==> config.mk <==
export PLATFORM = sky130hd
export DESIGN_NAME = ula_lo_seq
export DESIGN_NICKNAME = d
export VERILOG_FILES = /design/src/rtl/ula_lo_seq.sv
export SDC_FILE = /design/constraint.sdc
export NUM_CORES = 1
export LEC_CHECK = 0
export CAP_MARGIN = 10
export CORE_MARGIN = 5
export CORE_UTILIZATION = 46
export CTS_CLUSTER_DIAMETER = 80
export DETAILED_ROUTE_END_ITERATION = 10
export DONT_BUFFER_PORTS = 1
export GPL_TIMING_DRIVEN = 0
export REMOVE_ABC_BUFFERS = 1
export SYNTH_ARGS = -nofsm -noshare
export SYNTH_HDL_FRONTEND = slang
export SYNTH_SLANG_ARGS = --single-unit
==> constraint.sdc <==
create_clock -name clk -period 4.24 [get_ports clk]
set_input_delay 0.848 -clock clk [delete_from_list [all_inputs] [get_ports clk]]
set_output_delay 0.848 -clock clk [all_outputs]
set_load 0.02 [all_outputs]
==> src/rtl/ula_lo_seq.sv <==
// Sequential logic/shift unit: logic ops finish in one clock, shifts and rotates
// advance one bit per clock, with registered result, O/C/S/Z flags and START/BUSY/DONE.
module ula_lo_seq #(
    parameter int BITS = 8,
    parameter int SHW  = $clog2(BITS)
) (
    input  logic            clk,
    input  logic            rst,
    input  logic            start,
    input  logic [BITS-1:0] a,
    input  logic [BITS-1:0] b,
    input  logic [4:0]      op,
    input  logic [SHW-1:0]  shamt,
    output logic [BITS-1:0] resu,
    output logic            o,
    output logic            c,
    output logic            s,
    output logic            z,
    output logic            busy,
    output logic            done
);

    typedef enum logic {IDLE, SHIFT} state_t;

    state_t          state, state_next;
    logic [BITS-1:0] work, work_next;
    logic [SHW-1:0]  cnt, cnt_next;
    logic [1:0]      kind, kind_next;
    logic [BITS-1:0] resu_next;
    logic            o_next, c_next, s_next, z_next, done_next;

    logic [BITS:0]   stepped;
    logic [BITS-1:0] logic_res;

    // One 1-bit step of the selected shift; the MSB of the return is the bit shifted out.
    function automatic logic [BITS:0] shift_step(input logic [1:0] k, input logic [BITS-1:0] w);
        logic [BITS:0] r;
        case (k)
            2'b00:   r = {w[BITS-1], w[BITS-2:0], 1'b0};
            2'b01:   r = {w[0], w[BITS-1], w[BITS-1:1]};
            2'b10:   r = {w[0], 1'b0, w[BITS-1:1]};
            default: r = {w[BITS-1], w[BITS-2:0], w[BITS-1]};
        endcase
        return r;
    endfunction

    // The low four opcode bits select the minterms (A&B, ~A&B, A&~B, ~A&~B) to OR together;
    // 1111 is the exception and yields the constant 1 rather than all ones.
    function automatic logic [BITS-1:0] logic_op(input logic [3:0] f,
                                                 input logic [BITS-1:0] x,
                                                 input logic [BITS-1:0] y);
        logic [BITS-1:0] r;
        r = ({BITS{f[0]}} &  x &  y) |
            ({BITS{f[1]}} & ~x &  y) |
            ({BITS{f[2]}} &  x & ~y) |
            ({BITS{f[3]}} & ~x & ~y);
        if (f == 4'hF) r = {{(BITS-1){1'b0}}, 1'b1};
        return r;
    endfunction

    assign stepped   = shift_step(kind, work);
    assign logic_res = logic_op(op[3:0], a, b);
    assign busy      = (state == SHIFT);

    always_comb begin
        state_next = state;
        work_next  = work;
        cnt_next   = cnt;
        kind_next  = kind;
        resu_next  = resu;
        o_next     = o;
        c_next     = c;
        s_next     = s;
        z_next     = z;
        done_next  = 1'b0;

        case (state)
            IDLE: begin
                if (start) begin
                    if (op[4]) begin
                        resu_next = logic_res;
                        done_next = 1'b1;
                        if (op == 5'b10000) begin
                            z_next = 1'b1;
                            o_next = 1'b0;
                        end else if (op != 5'b10011 && op != 5'b11111) begin
                            z_next = (logic_res == '0);
                            s_next = logic_res[BITS-1];
                            o_next = 1'b0;
                        end
                    end else if (op[4:2] == 3'b010) begin
                        if (shamt == '0) begin
                            resu_next = a;
                            z_next    = (a == '0);
                            s_next    = a[BITS-1];
                            o_next    = 1'b0;
                            done_next = 1'b1;
                        end else begin
                            work_next  = a;
                            cnt_next   = shamt;
                            kind_next  = op[1:0];
                            state_next = SHIFT;
                        end
                    end else begin
                        done_next = 1'b1;
                    end
                end
            end
            SHIFT: begin
                work_next = stepped[BITS-1:0];
                cnt_next  = cnt - SHW'(1);
                if (cnt == SHW'(1)) begin
                    resu_next  = stepped[BITS-1:0];
                    c_next     = stepped[BITS];
                    z_next     = (stepped[BITS-1:0] == '0);
                    s_next     = stepped[BITS-1];
                    o_next     = 1'b0;
                    done_next  = 1'b1;
                    state_next = IDLE;
                end
            end
            default: state_next = IDLE;
        endcase
    end

    // Reset wins over everything, dropping any in-flight shift without a DONE.
    always_ff @(posedge clk) begin
        if (rst) begin
            state <= IDLE;
            work  <= '0;
            cnt   <= '0;
            kind  <= '0;
            resu  <= '0;
            o     <= 1'b0;
            c     <= 1'b0;
            s     <= 1'b0;
            z     <= 1'b0;
            done  <= 1'b0;
        end else begin
            state <= state_next;
            work  <= work_next;
            cnt   <= cnt_next;
            kind  <= kind_next;
            resu  <= resu_next;
            o     <= o_next;
            c     <= c_next;
            s     <= s_next;
            z     <= z_next;
            done  <= done_next;
        end
    end

endmodule

Yosys cells after proc, flatten, opt, wreduce, memory -nomap -nowiden
Index checks and enable logic that the tools add are counted.
{"block": "word_totals", "rom_bits": 0, "ramBits": 0, "register_bits": 27, "latch_bits": 0, "output_inout_bits": 14, "memories": 0}
{"block": "op_classes", "shift": 0, "mux": 54, "multipliers": 0, "n_div": 0, "n_eq_ne": 18, "magnitude_cmp": 0, "reduce_logical": 12, "n_bitwise": 16, "n_addsub": 1}
{"operator": "$mux W8", "n": 10}
{"operator": "$and A8 B8 Y8", "n": 8}
{"operator": "$pmux W8 S2", "n": 2}
{"operator": "$mux W1", "n": 31}
{"operator": "$pmux W9 S3", "n": 1}
{"operator": "$logic_not A8 Y1", "n": 3}
{"operator": "$or A8 B8 Y8", "n": 3}
{"operator": "$not A8 Y8", "n": 2}
{"operator": "$mux W3", "n": 4}
{"operator": "$ne A3 B3 Y1 const B", "n": 4}
{"operator": "$ne A5 B5 Y1 const B", "n": 2}
{"operator": "$pmux W1 S2", "n": 5}
{"operator": "$reduce_and A5 Y1", "n": 2}
{"operator": "$ne A2 B2 Y1 const B", "n": 4}
{"operator": "$reduce_and A4 Y1", "n": 2}
{"operator": "$pmux W3 S2", "n": 1}
{"operator": "$reduce_and A6 Y1", "n": 1}
{"operator": "$eq A5 B5 Y1 const B", "n": 1}
{"operator": "$eq A4 B4 Y1 const B", "n": 1}
{"operator": "$ne A4 B4 Y1 const B", "n": 1}
{"operator": "$eq A3 B1 Y1 const B", "n": 1}
{"operator": "$eq A3 B2 Y1 const B", "n": 1}
{"operator": "$logic_not A3 Y1", "n": 1}
{"operator": "$not A1 Y1", "n": 3}
{"operator": "other kinds (7)", "n": 7}

Depth between registers and ports, before layout
{"block": "depth", "ltp_word": 13, "depth_mapped": 9, "depth_no_buf": 7}

Worst setup path after synthesis
No wires, ideal clock.
{"block": "synth_path", "path_type": "input to register", "from": "in op[4]", "to": "reg kind[0]", "arrival_ns": 2.214, "slack_ns": 1.899, "setup_ns": 0.128, "stages": 5, "required_time_ns": 4.112, "cell_sequence": "clkbuf_1 -> or4b_2 -> nor2_1 -> mux2i_1 -> nor2_1"}
{"block": "synth_via", "elab_chain_len": 2, "elab_cells_between_ends": 3, "classes_between": "eq/ne: 1; bitwise: 1; reduce/logical: 1"}
{"item": "from (decl)", "line_no": "12", "rtl": "input logic [4:0] op,"}
{"item": "$eq A3 B2 Y1 / $not A1 Y1 (equally long branches)"}
{"item": "$reduce_and A5 Y1 (no source line) (*)"}
{"item": "to (signal assigned)", "line_no": "143", "rtl": "kind <= kind_next;"}
{"item": "to (decl)", "line_no": "28", "rtl": "logic [1:0] kind, kind_next;"}
Every way passes the cells marked *; elsewhere a longest branch is shown, timed or not.
A chain may end at the register's enable or synchronous reset.

Final worst setup path
{"block": "layout_path", "from": "reg state, in the netlist busy", "to": "reg z"}
{"block": "layout_via", "elab_chain_len": 3, "elab_cells_between_ends": 8, "classes_between": "eq/ne: 5; mux: 1; bitwise: 1; reduce/logical: 1"}
{"item": "from (decl)", "line_no": "25", "rtl": "state_t state, state_next;"}
{"item": "from (signal assigned)", "line_no": "140", "rtl": "state <= state_next;"}
{"item": "$not A1 Y1"}
{"item": "$ne A4 B4 Y1 (no source line) (tied with other cells)"}
{"item": "$reduce_and A5 Y1 (no source line)"}
{"item": "to (signal assigned)", "line_no": "148", "rtl": "z <= z_next;"}
{"item": "to (decl)", "line_no": "18", "rtl": "output logic z,"}
Several ways; a longest one is shown, not always the timed one.

==> flow_metrics.tcl <==
set metrics [dict create \
    detailed_place_hpwl_microns 3467 \
    leakage_uw 0.0006140 \
    grt_pass1_wl_microns 7845 \
    tns_ns 0 \
    synth_ff_type "dfxtp_1" \
    vias 1565 \
    coreArea_sq_um 3914 \
    async_reset_ff_share_pct 0 \
    finalHoldViolCount 0 \
    criticalPathCategory "flip-flop to flip-flop" \
    yosys.cell_count.top_type "dfxtp_1" \
    clockBufferDepth 2 \
    htree_levels 1 \
    synth_edf_count 0 \
    grt_pass1_vias 1541 \
    cp_slowest_stage_delay_ns 0.96 \
    min_from "cnt[1]" \
    multiInputGateArea_sq_um 1202 \
    area_growth_pct 0.6842 \
    cap_violations 0 \
    die_y_microns 73.06 \
    cts.sinks 26 \
    whs_ns 0.5052 \
    reg2reg_slack_ns 1.77 \
    power.density_nw_per_um2 281.1 \
    routed_wl_microns 4696 \
    startpoint_type "flip-flop" \
    cts_hold_buf 0 \
    grtUsageTotal_pct 18.55 \
    antenna_cells 0 \
    ir_worst_vdd_v 0.0001544 \
    antenna_found_initial 0 \
    final_antenna_net_count 0 \
    avgRoutedWirePerCell_microns 19.25 \
    min_delay_path_depth 2 \
    cts-root-buf "clkbuf_8" \
    setup_violations 0 \
    post_synth_main_area_contributors "dfxtp_1, mux2i_1, mux4_2" \
    rows 23 \
    cp_top_family "compound AO/OA/AOI/OAI gates" \
    dieArea_sq_um 5338 \
    slowest_stage "dfxtp_1" \
    initial_utilization_pct 46.74 \
    critPathArrivalTime_ns 2.67 \
    die_w_microns 73.06 \
    synth_warnings 0 \
    netlist_area_sq_um 1829 \
    postCtsSetupRepairBufs 0 \
    synthTopCellsByCount "dfxtp_1, nor2_1, nand2_1" \
    period_minus_slack_ns 2.472 \
    hold_class "flip-flop to flip-flop" \
    clk_pin_slew_worst_paths_ns 0.10 \
    gp_congestion 0.8460 \
    worstReg2RegEnd "z" \
    reg2reg_depth 4 \
    synth_cell_type_count 46 \
    synth_top_area_share_pct 28.45 \
    grt_max_degree 27 \
    relSlewSlack_pct 36.17 \
    fin_crit_sh_pct 58.30 \
    synth_top_area_cell "dfxtp_1" \
    io_pins 41 \
    synth.avg_cell_area_sq_um 8.711 \
    tightest_slew_ns 0.9562 \
    fillers 397 \
    route.detailed.drc 0 \
    endpoint_kind "flip-flop" \
    cp_num_buf_inv 0 \
    min_to "cnt[1]" \
    seq_area_sq_um 520.5 \
    reg2reg_from "busy" \
    io_buffers 0 \
    firstDrtPassIters 4 \
    yosysSeqAreaShare_pct 28.45 \
    dr.first_iter.drc_count 110 \
    num-nets-final 225 \
    grt_overflow 0 \
    utilization_pct 47.06 \
    path_max_fanout 24 \
    status "finished, final reports clean" \
    ctsResizeCount 0 \
    max_freq_ghz 0.4045 \
    cp.required_ns 4.43 \
    viasPerCell 6.414 \
    synthCells 210 \
    drv_slew 0 \
    numCtsBuffers 3 \
    crit_chain "and3b_1 > a211oi_1 > nor2_1 > a311oi_1" \
    cts_tree "yes" \
    clk_latency_ns 0.28 \
    rsz0062_at_grt "false" \
    skew_ns 0.009458 \
    ys_ff_latch 26 \
    drive_above_1_share_pct 9.278 \
]
-- layout make-up --
type                    instances  area share (%)
multi-input cells             161           65.29
flip-flops and latches         26           28.26
well taps                      50           3.397
clock buffers                   3           2.242
inverters                       4          0.8152
-- kinds of logic after synthesis --
family	share of synthesized area, %
buffers and inverters	5.813
XOR/XNOR	1.984
flip-flops	28.45
AND/OR/NAND/NOR	22.16
AO/OA/AOI/OAI	19.15
multiplexers	20.86
adder cells (fa/ha/maj)	1.368
other	0.2050
-- worst max path at each step --
stage / slack [ns] / startpoint / to / cells past startpoint
after detailed placement: 1.61 / op[2] / kind[1] / 5
after global placement: 1.63 / op[2] / kind[1] / 5
after global routing: 1.54 / busy / z / 4
after CTS: 1.76 / busy / z / 4
after floorplan: 1.87 / op[2] / kind[0] / 5
final: 1.77 / busy / z / 4
-- worst register-to-register path, cell delays in order, from the launching register on --
cell      delay (ns)
dfxtp_1         0.96
and3b_1         0.28
a211oi_1        0.72
nor2_1          0.15
a311oi_1        0.29
-- power breakdown --
group	switching [uW]	internal, uW
Sequential	26.7	259
Clock	81.8	63.9
Combinational	40.0	46.5
-- registers in the layout, summed over array words and instances (netlist names) --
register,count
resu,8
work,8
cnt,3
kind,2
busy,1
c,1
done,1
s,1
z,1
-- metrics by stage --
step                      power, uW  cells  area [sq um]  setup slack [ns]
after floorplan               358.5    191          1738             1.866
after global placement        374.7    241          1800             1.628
after detailed placement      377.3    241          1800             1.614
after CTS                     518.2    244          1842             1.765
after global routing          539.9    244          1842             1.536
final                         517.6    244          1842             1.768
-- metal layers --
layer | part of all wire [%] | track usage [%]
met5 | 0 | 0
met4 | 2.0 | 6.762
met3 | 8.6 | 3.994
met2 | 46 | 27.71
met1 | 43 | 26.15
-- cell usage in the layout, fill, tap and decap left out, drive strengths merged, types with 2 or more instances in the layout --
cell type  count
a211oi         7
nor4           2
nor3           7
dfxtp         26
inv            4
a21o           4
o21ai         10
mux2i         19
nand3          5
mux4           7
and2           7
clkbuf         3
mux2           3
o221ai         5
nor4b          2
nor2          25
nor4bb         2
a311oi         8
ha             2
a21oi          3
nand2         20
xor2           2
and3b          2
a31oi          4
Power figures use the tool's default switching activity.
